[config.mk]
export PLATFORM = sky130hd
export DESIGN_NAME = arf062b064e1r1w0cbbehsaa4acw_bist_addr_seq_flat
export DESIGN_NICKNAME = d
export VERILOG_FILES = /design/src/rtl/arf062b064e1r1w0cbbehsaa4acw_bist_addr_seq_pkg.sv /design/src/rtl/arf062b064e1r1w0cbbehsaa4acw_bist_addr_seq_if.sv /design/src/rtl/arf062b064e1r1w0cbbehsaa4acw_bist_wl_dec.sv /design/src/rtl/arf062b064e1r1w0cbbehsaa4acw_bist_addr_seq.sv /design/src/flat_wrapper.sv
export SDC_FILE = /design/constraint.sdc
export NUM_CORES = 1
export LEC_CHECK = 0
export ABC_AREA = 1
export BUFFER_PORTS_ARGS = -buffer_cell sky130_fd_sc_hd__buf_4
export CAP_MARGIN = 10
export CORE_UTILIZATION = 50
export CTS_CLUSTER_DIAMETER = 100
export DETAILED_ROUTE_END_ITERATION = 7
export PLACE_DENSITY = 0.71
export SYNTH_ARGS = -nofsm -noshare
export SYNTH_HDL_FRONTEND = slang
export SYNTH_SLANG_ARGS = --single-unit
[constraint.sdc]
create_clock -name clk -period 3.06 [get_ports clk]
set_input_delay 0.612 -clock clk [delete_from_list [all_inputs] [get_ports clk]]
set_output_delay 0.612 -clock clk [all_outputs]
set_load 0.03 [all_outputs]
[src/rtl/arf062b064e1r1w0cbbehsaa4acw_bist_addr_seq_pkg.sv]
// Shared types for the BIST address sequencer of the 62-entry 1R1W register file.
package arf062b064e1r1w0cbbehsaa4acw_bist_addr_seq_pkg;

  typedef enum logic [1:0] {
    ST_IDLE = 2'd0,
    ST_RUN  = 2'd1,
    ST_DONE = 2'd2
  } state_e;

endpackage

[src/rtl/arf062b064e1r1w0cbbehsaa4acw_bist_addr_seq_if.sv]
// Control/address bundle between the BIST controller (master) and the address sequencer (slave).
interface arf062b064e1r1w0cbbehsaa4acw_bist_addr_seq_if #(
  parameter int DEPTH  = 62,
  parameter int PASS_W = 4,
  parameter int ADDR_W = $clog2(DEPTH)
);
  logic              start;
  logic              dir;
  logic              alt;
  logic [PASS_W-1:0] passes;
  logic              hold;
  logic              abort;
  logic              busy;
  logic              addr_vld;
  logic [ADDR_W-1:0] addr;
  logic [DEPTH-1:0]  wl_onehot;
  logic              last;
  logic              done;

  modport master (
    output start, dir, alt, passes, hold, abort,
    input  busy, addr_vld, addr, wl_onehot, last, done
  );

  modport slave (
    input  start, dir, alt, passes, hold, abort,
    output busy, addr_vld, addr, wl_onehot, last, done
  );
endinterface

[src/rtl/arf062b064e1r1w0cbbehsaa4acw_bist_wl_dec.sv]
// Binary-to-one-hot wordline decoder; all-zero when disabled or when the index is out of range.
module arf062b064e1r1w0cbbehsaa4acw_bist_wl_dec #(
  parameter int IN_W      = 6,
  parameter int OUT_WIDTH = 62
) (
  input  logic                 en_i,
  input  logic [IN_W-1:0]      bin_i,
  output logic [OUT_WIDTH-1:0] onehot_o
);

  logic in_range_s;

  // Range gate plus one comparator per existing wordline.
  always_comb begin
    onehot_o   = {OUT_WIDTH{1'b0}};
    in_range_s = (int'(bin_i) < OUT_WIDTH);
    for (int i = 0; i < OUT_WIDTH; i++) begin
      onehot_o[i] = en_i && in_range_s && (bin_i == IN_W'(i));
    end
  end

endmodule

[src/rtl/arf062b064e1r1w0cbbehsaa4acw_bist_addr_seq.sv]
// BIST address sequencer: multi-pass ascending/descending word sweep with hold, abort and
// optional per-pass direction alternation; all outputs registered.
module arf062b064e1r1w0cbbehsaa4acw_bist_addr_seq
  import arf062b064e1r1w0cbbehsaa4acw_bist_addr_seq_pkg::*;
#(
  parameter int DEPTH  = 62,
  parameter int PASS_W = 4,
  localparam int ADDR_W = $clog2(DEPTH)
) (
  input logic clk,
  input logic rst_n,
  arf062b064e1r1w0cbbehsaa4acw_bist_addr_seq_if.slave bus
);

  localparam logic [1:0]        IDLE      = ST_IDLE;
  localparam logic [1:0]        RUN       = ST_RUN;
  localparam logic [1:0]        DONE      = ST_DONE;
  localparam logic [ADDR_W-1:0] ADDR_ZERO = {ADDR_W{1'b0}};
  localparam logic [ADDR_W-1:0] ADDR_LAST = ADDR_W'(DEPTH - 1);
  localparam logic [ADDR_W-1:0] ADDR_ONE  = ADDR_W'(1'b1);
  localparam logic [PASS_W-1:0] PASS_ZERO = {PASS_W{1'b0}};
  localparam logic [PASS_W-1:0] PASS_ONE  = PASS_W'(1'b1);

  logic [1:0]        state_q, state_d;
  logic [ADDR_W-1:0] addr_q, addr_d;
  logic              dir_q, dir_d;
  logic              alt_q, alt_d;
  logic [PASS_W-1:0] pass_q, pass_d;
  logic              vld_q, busy_q, last_q, done_q;
  logic [DEPTH-1:0]  wl_q, wl_d;
  logic              at_term_s, run_d_s, last_d_s;

  assign at_term_s = dir_q ? (addr_q == ADDR_ZERO) : (addr_q == ADDR_LAST);

  // Sequencer next-state: abort first, then the IDLE/RUN/DONE transitions.
  always_comb begin
    state_d = state_q;
    addr_d  = addr_q;
    dir_d   = dir_q;
    alt_d   = alt_q;
    pass_d  = pass_q;
    if (bus.abort) begin
      state_d = IDLE;
    end else begin
      case (state_q)
        IDLE: begin
          if (bus.start) begin
            state_d = RUN;
            dir_d   = bus.dir;
            alt_d   = bus.alt;
            pass_d  = (bus.passes == PASS_ZERO) ? PASS_ZERO : (bus.passes - PASS_ONE);
            addr_d  = bus.dir ? ADDR_LAST : ADDR_ZERO;
          end else begin
            state_d = IDLE;
          end
        end
        RUN: begin
          if (bus.hold) begin
            state_d = RUN;
          end else if (!at_term_s) begin
            addr_d = dir_q ? (addr_q - ADDR_ONE) : (addr_q + ADDR_ONE);
          end else if (pass_q != PASS_ZERO) begin
            pass_d = pass_q - PASS_ONE;
            // With alternation the terminal word doubles as the first word of the reversed pass.
            if (alt_q) begin
              dir_d = ~dir_q;
            end else begin
              addr_d = dir_q ? ADDR_LAST : ADDR_ZERO;
            end
          end else begin
            state_d = DONE;
          end
        end
        DONE: begin
          state_d = IDLE;
        end
        default: begin
          state_d = IDLE;
        end
      endcase
    end
  end

  assign run_d_s  = (state_d == RUN);
  assign last_d_s = run_d_s && (pass_d == PASS_ZERO) &&
                    (addr_d == (dir_d ? ADDR_ZERO : ADDR_LAST));

  arf062b064e1r1w0cbbehsaa4acw_bist_wl_dec #(
    .IN_W      (ADDR_W),
    .OUT_WIDTH (DEPTH)
  ) u_wl_dec (
    .en_i     (run_d_s),
    .bin_i    (addr_d),
    .onehot_o (wl_d)
  );

  // State and output registers; outputs are derived from next-state so they align with addr_q.
  always_ff @(posedge clk or negedge rst_n) begin
    if (!rst_n) begin
      state_q <= IDLE;
      addr_q  <= ADDR_ZERO;
      dir_q   <= 1'b0;
      alt_q   <= 1'b0;
      pass_q  <= PASS_ZERO;
      vld_q   <= 1'b0;
      busy_q  <= 1'b0;
      last_q  <= 1'b0;
      done_q  <= 1'b0;
      wl_q    <= {DEPTH{1'b0}};
    end else begin
      state_q <= state_d;
      addr_q  <= addr_d;
      dir_q   <= dir_d;
      alt_q   <= alt_d;
      pass_q  <= pass_d;
      vld_q   <= run_d_s;
      busy_q  <= (state_d != IDLE);
      last_q  <= last_d_s;
      done_q  <= (state_d == DONE);
      wl_q    <= wl_d;
    end
  end

  assign bus.busy      = busy_q;
  assign bus.addr_vld  = vld_q;
  assign bus.addr      = addr_q;
  assign bus.wl_onehot = wl_q;
  assign bus.last      = last_q;
  assign bus.done      = done_q;

endmodule

[src/flat_wrapper.sv]
// flat-port wrapper written by rule: the top's interface ports become plain ports
module arf062b064e1r1w0cbbehsaa4acw_bist_addr_seq_flat import arf062b064e1r1w0cbbehsaa4acw_bist_addr_seq_pkg::*;
#(
  parameter int DEPTH  = 62,
  parameter int PASS_W = 4,
  localparam int ADDR_W = $clog2(DEPTH)
)
  (clk, rst_n, bus_start, bus_dir, bus_alt, bus_passes, bus_hold, bus_abort, bus_busy, bus_addr_vld, bus_addr, bus_wl_onehot, bus_last, bus_done);
  arf062b064e1r1w0cbbehsaa4acw_bist_addr_seq_if #(.DEPTH(DEPTH), .PASS_W(PASS_W)) bus_i ();
  input logic clk;
  input logic rst_n;
  input wire logic [$bits(bus_i.start)-1:0] bus_start;
  input wire logic [$bits(bus_i.dir)-1:0] bus_dir;
  input wire logic [$bits(bus_i.alt)-1:0] bus_alt;
  input wire logic [$bits(bus_i.passes)-1:0] bus_passes;
  input wire logic [$bits(bus_i.hold)-1:0] bus_hold;
  input wire logic [$bits(bus_i.abort)-1:0] bus_abort;
  output wire logic [$bits(bus_i.busy)-1:0] bus_busy;
  output wire logic [$bits(bus_i.addr_vld)-1:0] bus_addr_vld;
  output wire logic [$bits(bus_i.addr)-1:0] bus_addr;
  output wire logic [$bits(bus_i.wl_onehot)-1:0] bus_wl_onehot;
  output wire logic [$bits(bus_i.last)-1:0] bus_last;
  output wire logic [$bits(bus_i.done)-1:0] bus_done;
  assign bus_i.start = bus_start;
  assign bus_i.dir = bus_dir;
  assign bus_i.alt = bus_alt;
  assign bus_i.passes = bus_passes;
  assign bus_i.hold = bus_hold;
  assign bus_i.abort = bus_abort;
  assign bus_busy = bus_i.busy;
  assign bus_addr_vld = bus_i.addr_vld;
  assign bus_addr = bus_i.addr;
  assign bus_wl_onehot = bus_i.wl_onehot;
  assign bus_last = bus_i.last;
  assign bus_done = bus_i.done;
  arf062b064e1r1w0cbbehsaa4acw_bist_addr_seq #(.DEPTH(DEPTH), .PASS_W(PASS_W)) u_core (.clk(clk), .rst_n(rst_n), .bus(bus_i));
endmodule
# Yosys cells after proc, flatten, opt, wreduce, memory -nomap -nowiden
# Cells that the tools add are included.
dict set report totals {
  ff_bits 80
  elab_cells 188
}
dict set report classes {
  reduce_logical 73
  n_lt_le_gt_ge 1
  n_bitwise 2
  add_sub_neg 4
  eq_ne 66
  n_mux 32
}
# operator count
set ops {}
lappend ops {{equality test 6 bit, second input constant} 31}
lappend ops {{equality test 6 x 5 -> 1 bit, second input constant} 16}
lappend ops {{logical AND 1 bit} 65}
lappend ops {{two-way mux 6 bit} 10}
lappend ops {{equality test 6 x 4 -> 1 bit, second input constant} 8}
lappend ops {{equality test 6 x 3 -> 1 bit, second input constant} 4}
lappend ops {{two-way mux 4 bit} 6}
lappend ops {{equality test 6 x 2 -> 1 bit, second input constant} 2}
lappend ops {{zero test 6 bit} 2}
lappend ops {{one-hot mux 6 bit (2 select lines)} 1}
lappend ops {{zero test 4 bit} 2}
lappend ops {{two-way mux 1 bit} 8}
lappend ops {{two-way mux 2 bit} 4}
lappend ops {{one-hot mux 4 bit (2 select lines)} 1}
lappend ops {{subtractor 4 x 1 -> 4 bit, second input constant} 2}
lappend ops {{adder 6 x 1 -> 6 bit, second input constant} 1}
lappend ops {{equality test 6 x 1 -> 1 bit, second input constant} 1}
lappend ops {{equality test 6 bit} 1}
lappend ops {{< comparator 6 bit, second input constant} 1}
lappend ops {{subtractor 6 x 1 -> 6 bit, second input constant} 1}
lappend ops {{equality test 2 x 1 -> 1 bit, second input constant} 2}
lappend ops {{one-hot mux 2 bit (2 select lines)} 1}
lappend ops {{nonzero test 4 bit} 1}
lappend ops {{AND reduction 3 bit} 1}
lappend ops {{other kinds (5)} 6}

# Longest topological paths before layout
dict set report logic_depth {
  ltp_word 10
  ltp_mapped 19
  mapped_depth_nobuf 18
}

# Cells and area by module
# From an unflattened synthesis, not the netlist that was laid out.
dict set report unflattened {
  hier_cells 478
  area_unflattened_um2 3900.0
}
# mod cells_each instances area_each_um2
set by_module_without_submodules {}
lappend by_module_without_submodules {arf062b064e1r1w0cbbehsaa4acw_bist_addr_seq 320 1 3224.3}
lappend by_module_without_submodules {arf062b064e1r1w0cbbehsaa4acw_bist_wl_dec 158 1 675.6}

# Least setup slack after synthesis
# No wires, ideal clock.
dict set report synth_path {
  kind {register -> register}
  from {register u_core.addr_q[0], in the netlist u_core.bus.addr[0]}
  to {register u_core.wl_q[20], in the netlist u_core.bus.wl_onehot[20]}
  setup_slack_ns 0.679
  stages_incl_launch_ff 14
  t_arrival_ns 2.264
  path_cell_list {dfrtp_1 fa_1 nand3_1 nand2_1 xnor2_1 nand3_1 nand2_1 o21ai_1 nand2_1 nand2_2 nand2_2 o21ai_4 buf_6 nor2_2}
}
dict set report synth_between {
  elab_chain_cells 9
  word_cells_on_any_way 22
  cone_classes {2 x add/sub; 1 x order compare; 3 x eq/ne; 13 x mux; 3 x reduce/logical}
}
# item line
set synth_lines {}
lappend synth_lines {{from (decl)} arf062b064e1r1w0cbbehsaa4acw_bist_addr_seq.sv:25} ;# logic [ADDR_W-1:0] addr_q, addr_d;
lappend synth_lines {{from (signal assigned)} arf062b064e1r1w0cbbehsaa4acw_bist_addr_seq.sv:112} ;# addr_q <= addr_d;
lappend synth_lines {{adder 6 x 1 -> 6 bit (tied with other cells)} arf062b064e1r1w0cbbehsaa4acw_bist_addr_seq.sv:61} ;# addr_d = dir_q ? (addr_q - ADDR_ONE) : (addr_q + ADDR_ONE);
lappend synth_lines {{two-way mux 6 bit or two-way mux 1 bit (tied branches)} {arf062b064e1r1w0cbbehsaa4acw_bist_addr_seq.sv:61, arf062b064e1r1w0cbbehsaa4acw_bist_addr_seq.sv:33}}
lappend synth_lines {{two-way mux 6 bit *} arf062b064e1r1w0cbbehsaa4acw_bist_addr_seq.sv:60} ;# end else if (!at_term_s) begin
lappend synth_lines {{two-way mux 6 bit *} arf062b064e1r1w0cbbehsaa4acw_bist_addr_seq.sv:58} ;# if (bus.hold) begin
lappend synth_lines {{one-hot mux 6 bit (2 select lines) *} arf062b064e1r1w0cbbehsaa4acw_bist_addr_seq.sv:45} ;# case (state_q)
lappend synth_lines {{two-way mux 6 bit *} arf062b064e1r1w0cbbehsaa4acw_bist_addr_seq.sv:42} ;# if (bus.abort) begin
lappend synth_lines {{via u_core.addr_d[4]} arf062b064e1r1w0cbbehsaa4acw_bist_addr_seq.sv:25}
lappend synth_lines {{< comparator 6 bit} arf062b064e1r1w0cbbehsaa4acw_bist_wl_dec.sv:16} ;# in_range_s = (int'(bin_i) < OUT_WIDTH);
lappend synth_lines {{logical AND 1 bit} arf062b064e1r1w0cbbehsaa4acw_bist_wl_dec.sv:18} ;# onehot_o[i] = en_i && in_range_s && (bin_i == IN_W'(i));
lappend synth_lines {{logical AND 1 bit *} arf062b064e1r1w0cbbehsaa4acw_bist_wl_dec.sv:18}
lappend synth_lines {{via u_core.u_wl_dec.onehot_o[20]} arf062b064e1r1w0cbbehsaa4acw_bist_wl_dec.sv:8} ;# output logic [OUT_WIDTH-1:0] onehot_o
lappend synth_lines {{to (signal assigned)} arf062b064e1r1w0cbbehsaa4acw_bist_addr_seq.sv:109} ;# wl_q <= {DEPTH{1'b0}};
lappend synth_lines {{to (signal assigned)} arf062b064e1r1w0cbbehsaa4acw_bist_addr_seq.sv:120} ;# wl_q <= wl_d;
lappend synth_lines {{to (decl)} arf062b064e1r1w0cbbehsaa4acw_bist_addr_seq.sv:30} ;# logic [DEPTH-1:0] wl_q, wl_d;
# The timed path passes the listed nets; every way through them passes the cells marked *.
# A chain may end at the register's enable or synchronous reset.

# Worst setup path after layout
dict set report layout_path {
  from {register u_core.dir_q}
  to {register u_core.wl_q[48], in the netlist u_core.bus.wl_onehot[48]}
}
dict set report layout_between {
  elab_chain_cells 10
  word_cells_on_any_way 18
  cone_classes {1 x order compare; 2 x eq/ne; 13 x mux; 2 x reduce/logical}
}
# item line
set layout_lines {}
lappend layout_lines {{from (decl)} arf062b064e1r1w0cbbehsaa4acw_bist_addr_seq.sv:26} ;# logic dir_q, dir_d;
lappend layout_lines {{from (signal assigned)} arf062b064e1r1w0cbbehsaa4acw_bist_addr_seq.sv:113} ;# dir_q <= dir_d;
lappend layout_lines {{two-way mux 6 bit} arf062b064e1r1w0cbbehsaa4acw_bist_addr_seq.sv:68} ;# addr_d = dir_q ? ADDR_LAST : ADDR_ZERO;
lappend layout_lines {{two-way mux 6 bit} arf062b064e1r1w0cbbehsaa4acw_bist_addr_seq.sv:65} ;# if (alt_q) begin
lappend layout_lines {{two-way mux 6 bit} arf062b064e1r1w0cbbehsaa4acw_bist_addr_seq.sv:62} ;# end else if (pass_q != PASS_ZERO) begin
lappend layout_lines {{two-way mux 6 bit *} arf062b064e1r1w0cbbehsaa4acw_bist_addr_seq.sv:60}
lappend layout_lines {{two-way mux 6 bit *} arf062b064e1r1w0cbbehsaa4acw_bist_addr_seq.sv:58}
lappend layout_lines {{one-hot mux 6 bit (2 select lines) *} arf062b064e1r1w0cbbehsaa4acw_bist_addr_seq.sv:45}
lappend layout_lines {{two-way mux 6 bit *} arf062b064e1r1w0cbbehsaa4acw_bist_addr_seq.sv:42}
lappend layout_lines {{via u_core.addr_d[5]} arf062b064e1r1w0cbbehsaa4acw_bist_addr_seq.sv:25}
lappend layout_lines {{< comparator 6 bit} arf062b064e1r1w0cbbehsaa4acw_bist_wl_dec.sv:16}
lappend layout_lines {{logical AND 1 bit} arf062b064e1r1w0cbbehsaa4acw_bist_wl_dec.sv:18}
lappend layout_lines {{logical AND 1 bit *} arf062b064e1r1w0cbbehsaa4acw_bist_wl_dec.sv:18}
lappend layout_lines {{via u_core.u_wl_dec.onehot_o[48]} arf062b064e1r1w0cbbehsaa4acw_bist_wl_dec.sv:8}
# Marks and branches as above.

==> summary.md <==
| Metric | Value |
|---|---|
| Post-detail-place hpwl | `slightly below 7000 um` |
| Final period utilization | `87.3%` |
| RSZ-0062 raised after global routing | `no` |
| CP required | `between 3 and 4 ns` |
| Asr flop ratio synth | `100%` |
| Met3 Track Usage GR | `approximately 6.4%` |
| Met1 GRT Util | `about 36%` |
| Yosys reg bits | `80` |
| Via density | `~5.1` |
| Total power | `just under 3 mW` |
| Gr ovfl total | `0` |
| Max Cap Violations | `0` |
| Relative slew slack | `between 30% and 40%` |
| Routed len/inst | `14.3 um` |
| # setup viols final | `0` |
| Worst path slowest cell | `dfrtp_1` |
| Max Root-Sink Buffers | `2` |
| Top-count cell post-synth | `nand2_1` |
| Layout cells sized above 1 | `a little over a quarter` |
| Critical Path Source Type | `register` |
| Synthesized area per cell | `between 8 and 9 sq um` |
| Post-CTS Setup Repair Bufs | `0` |
| Fin. max-slew vios | `0` |
| Mapped Nets | `499` |
| Post-route antenna net violation count | `0` |
| Crit path launch | `u_core.dir_q` |
| First-pass DRT Iterations | `6` |
| Final hold viol count | `0` |
| Count of clock tree sinks | `80` |
| Total CTS buffers | `9` |
| Yosys warnings | `0` |
| Largest area contributor in the netlist | `dfrtp_1` |
| Crit. End Element | `register` |
| Pleak | `2.50 nW` |
| Synth cell count leaders | `nand2_1, nor2_1, dfrtp_1` |
| Worst path max stage delay | `0.56 ns` |
| HP Class | `input port to async pin` |
| Antenna violations before repair | `0` |
| First-pass GRT wire length | `between 15000 and 20000 um` |
| EDFF count, synth | `0` |
| Routed WL | `around 9600 um` |
| Remaining DRCs | `0` |
| Share of the synthesized area in the top cell type | `50.4%` |
| CTS tree | `yes` |
| Hold Slack | `~0.42 ns` |
| Most used cell along the critical path | `nand2_1` |
| Core box area | `7730 sq um` |
| Global route hottest layer | `met2` |
| Worst slew pin tran | `approximately 0.98 ns` |
| CTS Root Cell | `clkbuf_8` |
| Placer Congestion | `between 0.8 and 0.9` |
| DIE AREA | `roughly 8300 sq um` |
| Status | `finished, final reports clean` |
| Crit path DAT | `slightly below 3 ns` |
| Initial Util | `between 50% and 60%` |
| Post-synthesis cell area | `roughly 4000 sq um` |
| I/O Pins | `83` |
| CP Max Fanout | `12` |
| Worst-Skew Late Latency | `between 0.3 and 0.4 ns` |
| Fin nets | `~600` |
| Setup tns final | `0 ns` |
| Largest net degree at the start of global routing | `81` |
| Sequential Area | `2000 sq um` |
| Ys flop type | `dfrtp_1` |
| Fill cells | `approximately 670` |
| Diodes inserted | `0` |
| Gr usage total | `between 20% and 30%` |
| Sequential share of the synthesized area | `50.4%` |
| Layout area overhead | `22.6%` |
| Clk pin slew, worst setup/hold paths | `around 0.090 ns` |
| Peak supply drop | `~330 uV` |
| Cell Pwr Density | `~600 nW/um^2` |
| Initial detailed-routing violation count | `229` |
| Die height | `91.2 um` |
| Multi-input logic area | `~1700 sq um` |
| PostCTS Resize Cnt | `0` |
| CTS H-Tree Depth | `3` |
| # hold bufs at CTS | `0` |
| Vias in the first global route | `approximately 3100` |
| RR Startpoint | `u_core.dir_q` |
| Minimum clock period | `around 2.7 ns` |
| Post-Syn Instances | `480` |
| Yosys cell types | `36` |
| Site row count | `32` |
| M2 GR Usage | `a little under two fifths` |
| Skew final | `0.00595 ns` |
| Die width | `between 90 and 100 um` |
| CP Class | `register to register` |
| Worst-path cell chain | `ha_1 > a21oi_1 > nand2_1 > nand2_1 > nand2_1 > nor2_1 > o21ai_1 > a21oi_2 > nand2_2 > o21ai_4 > buf_4 > nor2_1` |
| Peak Freq | `roughly 370 MHz` |
| Via count | `around 3500` |
| Synth area leaders | `dfrtp_1, nand2_1, nor2_1` |
| IO Port Bufs | `82` |
-- path summary, 6_finish.rpt --
kind / to / slack (ns) / depth (start not counted)
max reg2reg: u_core.bus.wl_onehot[48] / 0.39 / 12
min: u_core.bus.wl_onehot[36] / 0.42 / 1
max: u_core.bus.wl_onehot[48] / 0.39 / 12
min in group clk: u_core.alt_q / 0.50 / 3
max in group asynchronous: u_core.pass_q[2] / 2.02 / 1
min reg2reg: u_core.alt_q / 0.59 / 2
-- worst max-delay path, delay by kind of cell, from the launching register on --
kind	cells	cell delay (ns)
compound gates	4	0.84
fa+ha+maj	1	0.35
buf+inv	1	0.28
simple gates	6	0.52
flops	1	0.56
-- flip-flops by register name, summed over array words and instances (netlist names) --
register,flops
u_core.pass_q,4
u_core.bus.addr_vld,1
u_core.state_q,2
u_core.dir_q,1
u_core.bus.addr,6
u_core.bus.last,1
u_core.bus.done,1
u_core.bus.busy,1
u_core.bus.wl_onehot,62
u_core.alt_q,1
-- cells in the final DEF, fill, tap and decap left out, types with 3 or more instances in the layout --
master    instances
ha_1              7
inv_1            31
a21oi_1          16
inv_6             3
clkbuf_8         11
nor2_1           93
dfrtp_1          80
buf_4            86
nor2_2           18
nand2_1         124
nand3_1          38
o21ai_0           4
xnor2_1           3
nand2_4           4
o211ai_1          3
nor2_4            3
nand4_1           4
inv_2            11
nand2_2           8
-- through the flow --
stage	area [sq um]	std cells	utilization, %	setup WS, ns
after floorplan	3980	480	-	0.679
after global placement	4680	658	60.6	0.501
after detailed placement	4680	658	60.6	0.430
after CTS	4870	674	63.1	0.417
after global routing	4870	674	63.1	0.128
final	4870	674	63.1	0.389
-- report_power, final --
part | switching, mW | total (mW) | internal [mW]
combinational | 0.693 | 1.01 | 0.321
sequential | 0.0701 | 1.18 | 1.11
clock | 0.401 | 0.749 | 0.348
-- final cells by class --
cell class / count / area share [%]
Sequential cell: 80 / 41.1
Multi-Input combinational cell: 345 / 35.0
Timing Repair Buffer: 88 / 14.1
Inverter: 43 / 3.31
Clock buffer: 12 / 3.18
Tap cell: 102 / 2.62
Clock inverter: 4 / 0.693
-- layer usage --
metal | vias to the layer above | part of all wire, %
met2 | 121 | 46
met3 | 15 | 6.3
met1 | 1641 | 47
met4 | 0 | 1.6
met5 | - | 0
li1 | 1673 | -
-- cells by family after synthesis --
logic type / synth area share, %
adder cells (fa/ha/maj): 2.71
XOR/XNOR: 1.10
flip-flops: 50.4
AND/OR/NAND/NOR: 34.0
AO/OA/AOI/OAI: 5.13
buffers and inverters: 6.67
No activity file was read; power rests on OpenSTA's default activity.
